### src/rtl/dev_timer_pkg.sv
// Shared definitions for the memory-mapped countdown timer.
// Contents: register offsets inside the 16-byte window, CTRL bit positions,
// MODE encodings and the FSM state type.
package timer_pkg;

  localparam logic [3:0] OFF_CTRL   = 4'h0;
  localparam logic [3:0] OFF_PRESET = 4'h4;
  localparam logic [3:0] OFF_COUNT  = 4'h8;

  localparam int unsigned CTRL_EN   = 0;
  localparam int unsigned CTRL_MODE = 1;  // two bits: [2:1]
  localparam int unsigned CTRL_IM   = 3;

  localparam logic [1:0] MODE_ONESHOT = 2'b00;
  localparam logic [1:0] MODE_RELOAD  = 2'b01;

  typedef enum logic [1:0] {
    ST_IDLE,
    ST_LOAD,
    ST_CNT,
    ST_INT
  } state_t;

endpackage

### src/rtl/dev_timer_if.sv
// CPU data-port / interrupt interface between the system bridge and the timer.
//   addr   : byte address (only the word address is decoded)
//   we     : write strobe
//   byteen : per-byte write enables, bit i covers wdata[8i+7:8i]
//   wdata  : write data
//   rdata  : read data, combinational from addr
//   irq    : interrupt request to the CPU
// master = CPU/bridge side, slave = timer side.
interface dev_timer_if;
  logic [31:0] addr;
  logic        we;
  logic [3:0]  byteen;
  logic [31:0] wdata;
  logic [31:0] rdata;
  logic        irq;

  modport master (output addr, we, byteen, wdata, input rdata, irq);
  modport slave  (input addr, we, byteen, wdata, output rdata, irq);
endinterface

### src/rtl/dev_timer.sv
// Memory-mapped countdown timer.
//   clk   : system clock, rising edge
//   reset : asynchronous, active-low reset
//   bus   : CPU data/interrupt interface (slave side)
// Registers (offset from BASE_ADDR): 0x0 CTRL {IM, MODE[1:0], EN},
// 0x4 PRESET, 0x8 COUNT (read-only), 0xC reads 0.
// FSM: IDLE -> LOAD (COUNT <= PRESET) -> CNT (count down) -> INT
// (one-shot clears EN and returns to IDLE; auto-reload pulses the flag and
// reloads).
module dev_timer
  import timer_pkg::*;
#(
  parameter logic [31:0] BASE_ADDR = 32'h0000_7F00
) (
  input logic        clk,
  input logic        reset,
  dev_timer_if.slave bus
);

  logic [3:0]  ctrl;
  logic [31:0] preset;
  logic [31:0] count;
  logic [31:0] count_nxt;
  logic        irq_flag;
  state_t      state;
  state_t      state_nxt;

  logic        hit;
  logic [3:0]  off;
  logic        wr;
  logic        wr_ctrl;
  logic        wr_preset;
  logic        flag_set;
  logic        flag_clr;
  logic        en_clr;
  logic        unused_addr_bits;

  function automatic logic [31:0] byte_merge(input logic [31:0] old_val,
                                             input logic [31:0] new_val,
                                             input logic [3:0]  be);
    logic [31:0] res;
    res = old_val;
    for (int unsigned i = 0; i < 4; i++) begin
      if (be[i]) res[8*i +: 8] = new_val[8*i +: 8];
    end
    return res;
  endfunction

  assign unused_addr_bits = ^bus.addr[1:0];

  always_comb begin
    hit       = (bus.addr[31:4] == BASE_ADDR[31:4]);
    off       = {bus.addr[3:2], 2'b00};
    wr        = hit && bus.we && (bus.byteen != '0);
    wr_ctrl   = wr && (off == OFF_CTRL);
    wr_preset = wr && (off == OFF_PRESET);
  end

  always_comb begin
    bus.rdata = '0;
    if (hit) begin
      case (off)
        OFF_CTRL:   bus.rdata = {28'd0, ctrl};
        OFF_PRESET: bus.rdata = preset;
        OFF_COUNT:  bus.rdata = count;
        default:    bus.rdata = '0;
      endcase
    end
  end

  always_comb begin
    bus.irq = irq_flag & ctrl[CTRL_IM];
  end

  always_comb begin
    state_nxt = state;
    count_nxt = count;
    flag_set  = 1'b0;
    flag_clr  = 1'b0;
    en_clr    = 1'b0;
    case (state)
      ST_IDLE: begin
        if (ctrl[CTRL_EN]) state_nxt = ST_LOAD;
      end
      ST_LOAD: begin
        count_nxt = preset;
        state_nxt = ST_CNT;
      end
      ST_CNT: begin
        if (!ctrl[CTRL_EN]) begin
          state_nxt = ST_IDLE;
        end else if (count > 32'd1) begin
          count_nxt = count - 32'd1;
        end else begin
          // Also covers PRESET=0, so COUNT never wraps below 0.
          count_nxt = '0;
          flag_set  = 1'b1;
          state_nxt = ST_INT;
        end
      end
      ST_INT: begin
        if (ctrl[CTRL_MODE +: 2] == MODE_RELOAD) begin
          flag_clr  = 1'b1;
          state_nxt = ST_LOAD;
        end else begin
          en_clr    = 1'b1;
          state_nxt = ST_IDLE;
        end
      end
      default: state_nxt = ST_IDLE;
    endcase
  end

  always_ff @(posedge clk or negedge reset) begin
    if (!reset) state <= ST_IDLE;
    else        state <= state_nxt;
  end

  always_ff @(posedge clk or negedge reset) begin
    if (!reset) begin
      ctrl     <= '0;
      preset   <= '0;
      count    <= '0;
      irq_flag <= 1'b0;
    end else begin
      count <= count_nxt;
      // A CPU store to the CTRL low byte overrides the FSM's EN clear.
      if (wr_ctrl && bus.byteen[0]) ctrl <= bus.wdata[3:0];
      else if (en_clr)              ctrl[CTRL_EN] <= 1'b0;
      if (wr_preset) preset <= byte_merge(preset, bus.wdata, bus.byteen);
      // Setting the flag takes priority over any clear in the same cycle.
      if (flag_set)                                irq_flag <= 1'b1;
      else if (flag_clr || wr_ctrl || wr_preset)   irq_flag <= 1'b0;
    end
  end

endmodule

### src/flat_wrapper.sv
// flat-port wrapper written by rule: the top's interface ports become plain ports
module dev_timer_flat import timer_pkg::*;
#(
  parameter logic [31:0] BASE_ADDR = 32'h0000_7F00
)
  (clk, reset, bus_addr, bus_we, bus_byteen, bus_wdata, bus_rdata, bus_irq);
  dev_timer_if bus_i ();
  input logic clk;
  input logic reset;
  input wire logic [$bits(bus_i.addr)-1:0] bus_addr;
  input wire logic [$bits(bus_i.we)-1:0] bus_we;
  input wire logic [$bits(bus_i.byteen)-1:0] bus_byteen;
  input wire logic [$bits(bus_i.wdata)-1:0] bus_wdata;
  output wire logic [$bits(bus_i.rdata)-1:0] bus_rdata;
  output wire logic [$bits(bus_i.irq)-1:0] bus_irq;
  assign bus_i.addr = bus_addr;
  assign bus_i.we = bus_we;
  assign bus_i.byteen = bus_byteen;
  assign bus_i.wdata = bus_wdata;
  assign bus_rdata = bus_i.rdata;
  assign bus_irq = bus_i.irq;
  dev_timer #(.BASE_ADDR(BASE_ADDR)) u_core (.clk(clk), .reset(reset), .bus(bus_i));
endmodule
### config.mk
export PLATFORM = sky130hd
export DESIGN_NAME = dev_timer_flat
export DESIGN_NICKNAME = d
export VERILOG_FILES = /design/src/rtl/dev_timer_pkg.sv /design/src/rtl/dev_timer_if.sv /design/src/rtl/dev_timer.sv /design/src/flat_wrapper.sv
export SDC_FILE = /design/constraint.sdc
export NUM_CORES = 1
export LEC_CHECK = 0
export CAP_MARGIN = 25
export CORE_AREA = 4 4 109 111
export DETAILED_ROUTE_END_ITERATION = 6
export DIE_AREA = 0 0 113 115
export PLACE_DENSITY = 0.75
export RECOVER_POWER = 25
export SYNTH_ARGS = -nofsm -noshare
export SYNTH_HDL_FRONTEND = slang
export SYNTH_SLANG_ARGS = --single-unit
### constraint.sdc
create_clock -name clk -period 3.05 [get_ports clk]
set_clock_uncertainty 0.2 [all_clocks]
set_input_delay 0.61 -clock clk [delete_from_list [all_inputs] [get_ports clk]]
set_output_delay 0.61 -clock clk [all_outputs]
set_load 0.03 [all_outputs]
; ---- Word level (Yosys, flattened, before mapping)
; Cells that the tools add are included.
[classes]
n_addsub = 1
bitwise = 1
reduce_logical = 20
n_mux = 21
order_cmp = 1
eq_ne = 10
[ops]
columns = op, count
row1 = $mux W32, 3
row2 = $pmux W32 S3, 1
row3 = $pmux W32 S2, 1
row4 = $gt A32 B1 Y1 const B, 1
row5 = $sub A32 B1 Y32 const B, 1
row6 = $eq A28 B11 Y1 const B, 1
row7 = $mux W1, 12
row8 = $reduce_and A2 Y1, 6
row9 = $pmux W2 S4, 1
row10 = $eq A2 B1 Y1 const B, 3
row11 = $eq A2 B2 Y1 const B, 3
row12 = $mux W2, 3
row13 = $reduce_bool A2 Y1, 3
row14 = $logic_and A1 B1 Y1, 5
row15 = $logic_not A2 Y1, 2
row16 = $logic_not A4 Y1, 1
row17 = $ne A2 B1 Y1 const B, 2
row18 = $reduce_bool A4 Y1, 1
row19 = $ne A3 B3 Y1 const B, 1
row20 = $logic_or A1 B1 Y1, 2
row21 = $and A1 B1 Y1, 1
[word_totals]
elab_cells = 63
regBits = 71

; ---- Logic depth before layout (Yosys ltp)
[depth]
word_depth = 8
ltp_mapped = 8
ltp_nobuf = 7

; ---- Least setup slack after synthesis
; No wires, ideal clock.
[synth_path]
path_kind = input to output
startpoint = input port bus_addr[5]
endpoint = output port bus_rdata[10]
required_ns = 2.240
path_buffers = 2
path_slack_ns = -0.033
cell_stages = 6
arrival_ns = 2.273
cell_sequence = nor4_1 > nand4_1 > or4_1 > buf_2 > clkbuf_1 > nor2_1
[synth_via]
elab_chain_len = 2
[synth_lines]
columns = item, line_no
row1 = start: declaration, flat_wrapper.sv:10  ; input wire logic [$bits(bus_i.addr)-1:0] bus_addr;
row2 = $eq A28 B11 Y1, dev_timer.sv:52  ; hit = (bus.addr[31:4] == BASE_ADDR[31:4]);
row3 = $mux W32, dev_timer.sv:61  ; if (hit) begin
row4 = end: declaration, flat_wrapper.sv:14  ; output wire logic [$bits(bus_i.rdata)-1:0] bus_rdata;
; No other way between the ends.

; ---- Worst setup path in the final report
[layout_path]
startpoint = input port bus_addr[30]
endpoint = output port bus_rdata[9]
; Same word-level chain as after synthesis.

==> flow_summary_export.csv <==
group,metric,value,unit
global_route,grt_pass1_vias,4289,
route,firstDrtPassIters,5,
synth,ys_types,53,
synth,synth_top_area_share,41.8,%
clock_tree,cts_sinks,71,
clock_tree,ctsHoldBuffers,0,
die,core,10800,um2
global_route,grt_max_degree,28,
die,die_h,115,um
die,io_pins,104,
final_layout,fin_area,6040,um2
setup_path,cp-end-kind,"output pin",
route,vias,4218,
global_route,grtUsageMet1,27.2,%
clock_tree,cts_buffer_depth,2,
clock_tree,clk_pin_slew_worst_paths,0.07,ns
synth,ys_seq_area_share,41.8,%
setup_path,crit_top_cell,"buf_6",
min_path,worstHoldPathType,"in -> async",
synth,syn_area_per_cell,9.39,um2
final_layout,final_common_cell,"dfrtp_1",
synth,synthTopCellsByArea,"dfrtp_1 (42%), mux2_2 (8.5%), a22oi_1 (6.0%), nor2_1 (4.1%), o21ai_0 (3.5%)",
final_layout,layout.cells.non_filler,706,
final_layout,final_cell_mix,"dfrtp_1 (71), clkdlybuf4s50_1 (40), buf_4 (40)",
die,rows,38,
synth,syn_nets,526,
final_layout,num-nets-final,634,
power,peakVddDrop,0.000218,V
final_layout,syn2layout_area_growth,42.1,%
setup_path,cp_data_required_time,2.24,ns
setup_path,cpPeakStageDelay,0.67,ns
timing,post-route-period-util,102,%
timing,slew_violations,0,
route,vias_per_cell,5.97,
power,p_per_area,343,nW/um2
global_route,grt_pass1_wl,21.7,mm
final_layout,layout-drive-gt1-share,29.2,%
synth,ys_warn_count,0,
synth,synth_ff_type,"dfrtp_1",
global_route,overflow,0,
die,dieWidth,113,um
final_layout,diodes,0,
timing,max_freq,321,MHz
place,hpwl,9.31,mm
final_layout,multi_input_area,2460,um2
route,wire_per_inst,18.7,um
clock_tree,clock_latency,0.35,ns
run,cap_violations,0,
final_layout,fillerInstances,945,
synth,synth_area_leader_cell,"dfrtp_1",
setup_path,cp_cell_sequence,"buf_6 -> nor4_4 -> nand4_1 -> or4_4 -> buf_12 -> buf_16 -> nor2_4 -> buf_6",
clock_tree,clockRootBuffer,"clkbuf_8",
synth,synth_edf_count,0,
timing,worst_pin_slew,1.09,ns
clock_tree,h-tree-depth,3,
route,dr.first_iter.drc_count,284,
die,start_util,39.4,%
global_route,grt_busiest_layer,"met2",
timing,rsz0062_at_grt,"yes",
global_route,grtUsageMet2,33.9,%
setup_path,cp_data_arrival_time,2.30,ns
timing,setup_viol,22,
synth,async_flop_share,100,%
place,gp_congestion,0.892,
status,violations,"setup timing",
final_layout,seq_area,1780,um2
place,pre_cts_ws,-0.388,ns
die,die_area,13000,um2
synth,postSynthCellCount,453,
timing,fin_ws,-0.0608,ns
global_route,antenna_found_initial,0,
global_route,groute.usage.overall,20.5,%
timing,slew_headroom,27.6,%
status,outcome,"complete, but fails checks",
route,drcViolationCount,0,
synth,ys_seq_elements,71,
place,placement.cell_area,5450,um2
timing,post-route-min-period,3.11,ns
route,wl,13.2,mm
clock_tree,cts_tree,"built",
clock_tree,numCtsBuffers,9,
setup_path,path_buf_inv,4,
setup_path,crit_type,"in -> out",
place,io_buffers,101,
route,ant_nets,0,
setup_path,crit_slowest_cell,"or4_4",
setup_path,crit_fanout,5,
power,p_leak,0.00263,uW
place,dp_cells,685,
global_route,met3_usage,3.89,%
timing,hold_viol,0,
setup_path,cp-start-kind,"input pin",
setup_path,crit_family,"simple AND/OR/NAND/NOR gates",
synth,syn_area,4250,um2
per-layer routing:
layer / up-vias / share of wire (%)
met3: 23 / 5.9
met1: 2072 / 44
met5: - / 0
li1: 1948 / -
met4: 0 / 1.7
met2: 175 / 49
power by group:
group          switching [uW]  leakage, uW  internal (uW)  total [uW]
Sequential           0.000109     0.000987            941         941
Clock                     370     0.000126            625         995
Combinational            58.4      0.00151           78.3         137
worst reg2reg max path: cells and delay by family, from the launching register on:
family / cells / cell delay [ns]
AND/OR/NAND/NOR: 2 / 0.96
AO/OA/AOI/OAI: 3 / 0.87
flip-flops: 1 / 0.46
buffers and inverters: 1 / 0.19
registers in the layout, indices dropped and copies added (netlist names):
signal           flops
u_core.count        32
u_core.preset       32
u_core.ctrl          4
u_core.state         2
u_core.irq_flag      1
cell type report:
cell class                 count  area share [%]
clock inverter                 6            2.19
sequential                    71            29.4
tap                          140            2.90
multi-input combinational    331            40.7
clock buffer                  10            2.11
timing repair buffer         136            21.9
inverter                      12           0.745
stage by stage:
stage	util, %	hold WS, ns	setup TNS [ns]	total power (uW)
6_report	56.0	0.239	-0.682	2070
5_1_grt	56.0	0.336	-3.68	2130
3_3_place_gp	50.5	0.314	-11.49	1100
3_5_place_dp	50.5	0.320	-12.39	1100
4_1_cts	55.4	0.0133	-0.503	2090
2_1_floorplan	-	0.114	-1.00	980
worst paths after layout:
path                       slack [ns]  cells after the start                            end                          start
hold / removal                   0.24                      1   u_core.preset[9]$_DFFE_PN0P_                          reset
setup reg to reg                 0.27                      6   u_core.count[10]$_DFFE_PN0P_    u_core.count[8]$_DFFE_PN0P_
max in group asynchronous        1.22                      2  u_core.preset[19]$_DFFE_PN0P_                          reset
min in group clk                 0.33                      1  u_core.preset[28]$_DFFE_PN0P_  u_core.preset[28]$_DFFE_PN0P_
setup / recovery                -0.06                      8                   bus_rdata[9]                   bus_addr[30]
hold reg to reg                  0.33                      1  u_core.preset[28]$_DFFE_PN0P_  u_core.preset[28]$_DFFE_PN0P_
synthesized netlist by cell type, drive strengths merged (3+ instances only):
master	instances
dfrtp	71
nor2	47
mux2	35
a22oi	34
o21ai	30
clkbuf	29
nor4	21
nor3	20
nand2	16
a21oi	13
inv	12
a221o	10
buf	10
nand4	10
or4	8
nand3	7
o2bb2ai	7
nand2b	6
or3	6
a22o	5
a32oi	5
mux2i	5
o31ai	5
a21o	4
nor2b	4
nor4b	4
and2	3
cell families (layout without fill, tap and decap cells):
family / after synthesis / in the layout / synth area share (%)
flip-flops: 71 / 71 / 41.8
AND/OR/NAND/NOR: 161 / 161 / 20.5
AO/OA/AOI/OAI: 128 / 128 / 21.4
buffers and inverters: 51 / 164 / 4.97
multiplexers: 40 / 40 / 10.7
adder cells (fa/ha/maj): 2 / 2 / 0.588
timing repair:
action | CTS | global route
endpoints found under the hold margin | 0 | 0
setup buffers | 2 | 0
endpoints found under the setup margin | 32 | 30
pin swaps | 14 | 13
resized for setup | 107 | 32
cloned | 3 | 0
No activity file was read; power rests on OpenSTA's default activity.
